**config.mk**
```make
export PLATFORM = sky130hd
export DESIGN_NAME = tpg_stream_gen
export DESIGN_NICKNAME = d
export VERILOG_FILES = /design/src/rtl/tpg_stream_gen.sv
export SDC_FILE = /design/constraint.sdc
export NUM_CORES = 1
export LEC_CHECK = 0
export CAP_MARGIN = 20
export CORE_ASPECT_RATIO = 1.2
export CORE_MARGIN = 1
export CORE_UTILIZATION = 40
export CTS_CLUSTER_DIAMETER = 60
export DETAILED_ROUTE_END_ITERATION = 8
export PLACE_DENSITY_LB_ADDON = 0.1
export SYNTH_ARGS = -nofsm -noshare
export SYNTH_HDL_FRONTEND = slang
export SYNTH_SLANG_ARGS = --single-unit
```
**constraint.sdc**
```tcl
create_clock -name clk_i -period 9.9 [get_ports clk_i]
set_input_delay 0.99 -clock clk_i [delete_from_list [all_inputs] [get_ports clk_i]]
set_output_delay 0.99 -clock clk_i [all_outputs]
set_load 0.02 [all_outputs]
```
**src/rtl/tpg_stream_gen.sv**
```systemverilog
// Test pattern stream source: bars, scrolling bars, gradient, solid and checkerboard frames
// emitted as SOP/EOP-framed packets with ready/valid backpressure.
module tpg_stream_gen #(
   parameter int unsigned BITS_PER_SYMBOL  = 8,
   parameter int unsigned SYMBOLS_PER_BEAT = 3,
   parameter int unsigned PIXELS_PER_BEAT  = 1,
   parameter int unsigned DIM_W            = 16,
   parameter int unsigned CHECK_LOG2       = 4,
   localparam int unsigned PW = BITS_PER_SYMBOL * SYMBOLS_PER_BEAT
) (
   input  logic                          clk_i,
   input  logic                          rst_i,
   input  logic                          enable_i,
   input  logic [2:0]                    mode_i,
   input  logic                          mode_bw_i,
   input  logic [DIM_W-1:0]              width_i,
   input  logic [DIM_W-1:0]              height_i,
   input  logic [7:0]                    offset_frames_i,
   input  logic [PW-1:0]                 color_i,
   input  logic                          ready_i,
   output logic                          valid_o,
   output logic [PW*PIXELS_PER_BEAT-1:0] data_o,
   output logic                          sop_o,
   output logic                          eop_o,
   output logic [15:0]                   frame_cnt_o,
   output logic                          busy_o
);
   localparam int unsigned B     = BITS_PER_SYMBOL;
   localparam int unsigned G_SYM = (SYMBOLS_PER_BEAT > 1) ? 1 : 0;
   localparam logic [DIM_W:0] PPB_EXT = (DIM_W+1)'(PIXELS_PER_BEAT);
   localparam logic [DIM_W:0] ONE_EXT = (DIM_W+1)'(1);

   typedef enum logic [1:0] {StIdle, StHdr, StActive} state_t;
   state_t state, state_next;

   logic [2:0]       cfg_mode;
   logic             cfg_bw;
   logic [DIM_W-1:0] cfg_width, cfg_height;
   logic [7:0]       cfg_offset;
   logic [PW-1:0]    cfg_color;
   logic [DIM_W-1:0] thr      [1:7];
   logic [DIM_W-1:0] thr_calc [1:7];
   logic [DIM_W+2:0] thr_prod [1:7];
   logic [DIM_W-1:0] x, y;
   logic [2:0]       shift;
   logic [7:0]       scroll_cnt;
   logic [DIM_W:0]   x_end;
   logic             advance, start, x_wrap, last_beat, eop_accept;
   logic [PW*PIXELS_PER_BEAT-1:0] beat_data;

   assign advance    = ready_i | ~valid_o;
   assign start      = enable_i && (width_i != '0) && (height_i != '0);
   assign x_end      = {1'b0, x} + PPB_EXT;
   assign x_wrap     = (x_end == {1'b0, cfg_width});
   assign last_beat  = x_wrap && (({1'b0, y} + ONE_EXT) == {1'b0, cfg_height});
   assign eop_accept = (state == StActive) && valid_o && ready_i && eop_o;

   // Bar edges at width*k/8, built from shifted copies of width.
   always_comb begin
      for (int k = 1; k < 8; k++) begin
         thr_prod[k] = '0;
         if ((k & 1) != 0) thr_prod[k] = thr_prod[k] + {3'b000, width_i};
         if ((k & 2) != 0) thr_prod[k] = thr_prod[k] + {2'b00, width_i, 1'b0};
         if ((k & 4) != 0) thr_prod[k] = thr_prod[k] + {1'b0, width_i, 2'b00};
         thr_calc[k] = DIM_W'(thr_prod[k] >> 3);
      end
   end

   always_comb begin
      state_next = state;
      unique case (state)
         StIdle:   if (start) state_next = StHdr;
         StHdr:    if (advance) state_next = StActive;
         StActive: if (eop_accept) state_next = StIdle;
         default:  state_next = StIdle;
      endcase
   end

   always_ff @(posedge clk_i or posedge rst_i) begin
      if (rst_i) state <= StIdle;
      else       state <= state_next;
   end

   always_ff @(posedge clk_i or posedge rst_i) begin
      if (rst_i) begin
         valid_o     <= 1'b0;
         sop_o       <= 1'b0;
         eop_o       <= 1'b0;
         data_o      <= '0;
         frame_cnt_o <= '0;
         busy_o      <= 1'b0;
         shift       <= '0;
         scroll_cnt  <= '0;
         x           <= '0;
         y           <= '0;
         cfg_mode    <= '0;
         cfg_bw      <= 1'b0;
         cfg_width   <= '0;
         cfg_height  <= '0;
         cfg_offset  <= '0;
         cfg_color   <= '0;
         for (int k = 1; k < 8; k++) thr[k] <= '0;
      end else begin
         busy_o <= (state_next != StIdle);
         if (state == StIdle) begin
            if (start) begin
               cfg_mode   <= mode_i;
               cfg_bw     <= mode_bw_i;
               cfg_width  <= width_i;
               cfg_height <= height_i;
               cfg_offset <= offset_frames_i;
               cfg_color  <= color_i;
               for (int k = 1; k < 8; k++) thr[k] <= thr_calc[k];
               x       <= '0;
               y       <= '0;
               valid_o <= 1'b1;
               sop_o   <= 1'b1;
               eop_o   <= 1'b0;
               data_o  <= '0;
            end
         end else if (advance) begin
            if (eop_accept) begin
               valid_o     <= 1'b0;
               sop_o       <= 1'b0;
               eop_o       <= 1'b0;
               data_o      <= '0;
               frame_cnt_o <= frame_cnt_o + 16'd1;
               if (cfg_offset != 8'd0 && (scroll_cnt + 8'd1) == cfg_offset) begin
                  shift      <= shift + 3'd1;
                  scroll_cnt <= '0;
               end else begin
                  scroll_cnt <= scroll_cnt + 8'd1;
               end
            end else begin
               valid_o <= 1'b1;
               sop_o   <= 1'b0;
               eop_o   <= last_beat;
               data_o  <= beat_data;
               if (x_wrap) begin
                  x <= '0;
                  y <= y + DIM_W'(1);
               end else begin
                  x <= x_end[DIM_W-1:0];
               end
            end
         end
      end
   end

   for (genvar p = 0; p < PIXELS_PER_BEAT; p++) begin : g_pix
      logic [DIM_W-1:0] xp;
      logic [2:0]       bar_idx, col_idx;
      logic [B-1:0]     chan [3];
      logic [B-1:0]     g_sym;
      logic [PW-1:0]    pix_raw, pix;

      assign xp = x + DIM_W'(p);

      always_comb begin
         bar_idx = '0;
         for (int k = 1; k < 8; k++) begin
            if (xp >= thr[k]) bar_idx = bar_idx + 3'd1;
         end
         col_idx = (cfg_mode == 3'd1) ? bar_idx + shift : bar_idx;
         // Bar index bits map to absent channels: bit0 B, bit1 R, bit2 G.
         chan[0] = col_idx[0] ? '0 : '1;
         chan[1] = col_idx[2] ? '0 : '1;
         chan[2] = col_idx[1] ? '0 : '1;
         if (cfg_mode == 3'd2) begin
            for (int c = 0; c < 3; c++) chan[c] = B'(xp);
         end else if (cfg_mode == 3'd4) begin
            for (int c = 0; c < 3; c++) chan[c] = (xp[CHECK_LOG2] ^ y[CHECK_LOG2]) ? '0 : '1;
         end
         for (int s = 0; s < SYMBOLS_PER_BEAT; s++) begin
            pix_raw[s*B +: B] = (cfg_mode == 3'd3) ? cfg_color[s*B +: B] : chan[s % 3];
         end
         g_sym = pix_raw[G_SYM*B +: B];
         for (int s = 0; s < SYMBOLS_PER_BEAT; s++) begin
            pix[s*B +: B] = cfg_bw ? g_sym : pix_raw[s*B +: B];
         end
      end

      assign beat_data[p*PW +: PW] = pix;
   end

endmodule

```
==> metrics.txt <==
status completed; Post-Syn Instances 1533; Storage cell area 5130 µm²; Post-synth EDFFs 0; measured slew at the worst slew-check pin 1.02 ns; core area 35300 µm²; ys flop type dfrtp_1; Num CTS Buffers 26; # port buffers 115; CTS max path bufs 3; Avg WL per Cell 17.1 µm; CP Capture Type flop; initial antenna violation count 0; Startpoint Class flop; H-Tree Depth 1; cts hold-fix bufs 0; Pins Over Slew Limit 0; r2r setup slk 1.74 ns; most frequent cell after synthesis dfrtp_1; Routed Antenna Nets 0; Placed Area 16000 µm²; final setup vio count 0; RSZ-0062 raised after global routing no; first-pass GRT wire length 59600 µm; slowest CP cell dfrtp_1; largest net degree at the start of global routing 95; setup bufs post-CTS 0; synthesized area 14400 µm²; Area growth syn-to-layout 17.1%; Fin Setup TNS 0 ns; Hold Fails Final Rpt 0; drt first pass iters 5; initial drt markers 646; vias in the first global route 11200; die height 210 µm; layout cell share with drive strength beyond 1 9.02%; HP Start frame_cnt_o[15]; Starting Density 40.9%; PostCTS Resize Cnt 0; Lkg Pwr 7.65 nW; Ys Warns 0; Peak VDD IR 0.000121 V; Top cell by count, worst path ha_1; Total GRT Usage 20.0%; fillers 3411; post-synthesis register bit count 205; final net count 1874; Required @ worst endpoint 10.38 ns; GRT overflow 0; CTS sink count 205; Syn Nets 1776; final core occ 47.9%; fin area 16900 µm²; clk_skew 0.00995 ns; Root Buffer clkbuf_16; Netlist cell types 77; Reg2Reg Launch Point x[0]; ANT cells 0; DRT Wirelength 36200 µm; Power Total 4.18 mW; Vias/cell 5.42; period utilization 82.4%; fin crit period 8.16 ns; # rows 75; Worst-path clk slew 0.06 ns; global placer's final weighted congestion 0.824; Yosys top cell by area dfrtp_1; sequential area share after synthesis 35.5%; die footprint 36900 µm²; synth top area cells dfrtp_1 36%, ha_1 14%, mux2_2 5.5%; TritonCTS clock tree done; fmax 123 MHz; Mean Syn Cell Area 9.42 µm²; Crit Path Category flop to flop; Final HPWL DP 26700 µm; Max Fanout on Critical Path 16; worst skew pair latency 0.55 ns; top-area cell type share of the netlist area 35.5%; worst hold path class flop to flop; DRC Markers 0; area of the multi-input gates 8680 µm²; # IOs 116; MaxCap Viol Count 0; Critical Path AT 8.64 ns; Pwr Density 247 nW/µm²; fraction of registers with async set/reset 100%; Crit path largest cell delay 0.53 ns; Worst Setup SP x[0]; # placed instances 2064; relative slew slack 31.9%; Synth top cells by count 205 x dfrtp_1, 167 x ha_1, 146 x o21ai_0, 129 x nand2_1, 101 x inv_1; via count 11400; Die Wd 175 µm; final std cells w/o fill 2113
## through the flow
step / hold WS (ns) / worst slack [ns]
2_1_floorplan: 0.449 / 2.60
6_report: 0.466 / 1.74
5_1_grt: 0.473 / 1.08
3_5_place_dp: 0.459 / 1.74
3_3_place_gp: 0.456 / 1.89
4_1_cts: 0.471 / 1.70
## placed cells by master, fill, tap and decap left out, drive strengths merged, types with 6 or more instances in the layout
cell           count
or3                9
xor2              44
clkbuf            38
mux2i              6
nor2b             17
nor3              31
inv              102
a21oi             63
a32o              13
a31oi              9
o211ai            12
and3              20
o21bai             6
nand3b             9
nor4              12
a22oi              8
or2                7
mux2              71
buf                9
nand4             20
clkdlybuf4s50    115
a22o               8
xnor2             76
o21a               6
nor2              80
o21ai            152
nand3             44
nand2            130
a21o              19
a211oi            11
ha               167
nand2b            25
dfrtp            205
a221o              6
a2111oi            8
o31ai             22
and2               9
## flip-flops by register name, indices dropped and copies added, names as in the netlist
signal       cells
thr             48
cfg_bw           1
busy_o           1
state            2
cfg_offset       8
shift            3
cfg_height      16
sop_o            1
y               16
eop_o            1
x               16
data_o          24
scroll_cnt       8
valid_o          1
cfg_mode         3
cfg_width       16
cfg_color       24
frame_cnt_o     16
## per-layer routing
layer / global-route usage, % / vias up / share of wire (%)
met2: 33.5 / 204 / 47
met4: 6.18 / 0 / 2.3
met5: 0 / - / 0
met3: 2.47 / 50 / 3.9
met1: 27.0 / 5466 / 47
li1: - / 5724 / -
## final cells by class
class	instances	share of cell area [%]
flip-flops and latches	205	30.4
inverters	101	2.29
well taps	462	3.42
clock inverters	11	0.925
repair buffers	125	7.36
clock buffers	37	4.33
multi-input cells	1172	51.3
## final timing paths
kind / to / depth (start not counted)
max in group asynchronous: cfg_color[19] / 4
worst max-delay path: data_o[4] / 36
worst max register to register: data_o[4] / 36
min in group asynchronous: cfg_height[14] / 2
worst min register to register: frame_cnt_o[15] / 1
worst min-delay path: frame_cnt_o[15] / 1
## report_power, final
part / switching [mW] / internal, mW / leakage (nW)
Combinational: 0.969 / 0.821 / 4.66
Clock: 0.385 / 0.595 / 0.424
Sequential: 0.266 / 1.14 / 2.57
Total: 1.62 / 2.56 / 7.65
## critical path: cells and delay by family (launching register included)
family | cells | cell delay [ns]
AOI/OAI and AO/OA | 14 | 2.23
adders and majority gates | 7 | 2.22
and+or+nand+nor | 9 | 1.78
xor gates and xnor gates | 3 | 0.74
DFF | 1 | 0.53
muxes | 2 | 0.36
buffers and inverters | 1 | 0.22
## kinds of logic (layout without fill, tap and decap cells)
| logic type | after synthesis | count (layout) | synth area share [%] |
|---|---|---|---|
| AO/OA/AOI/OAI | 379 | 379 | 16.9 |
| XOR/XNOR | 122 | 122 | 7.82 |
| AND/OR/NAND/NOR | 423 | 423 | 14.4 |
| buffers and inverters | 156 | 274 | 4.41 |
| multiplexers | 77 | 77 | 5.95 |
| adder cells (fa/ha/maj) | 171 | 171 | 15.0 |
| flip-flops | 205 | 205 | 35.5 |
No activity file was read; power rests on OpenSTA's default activity.
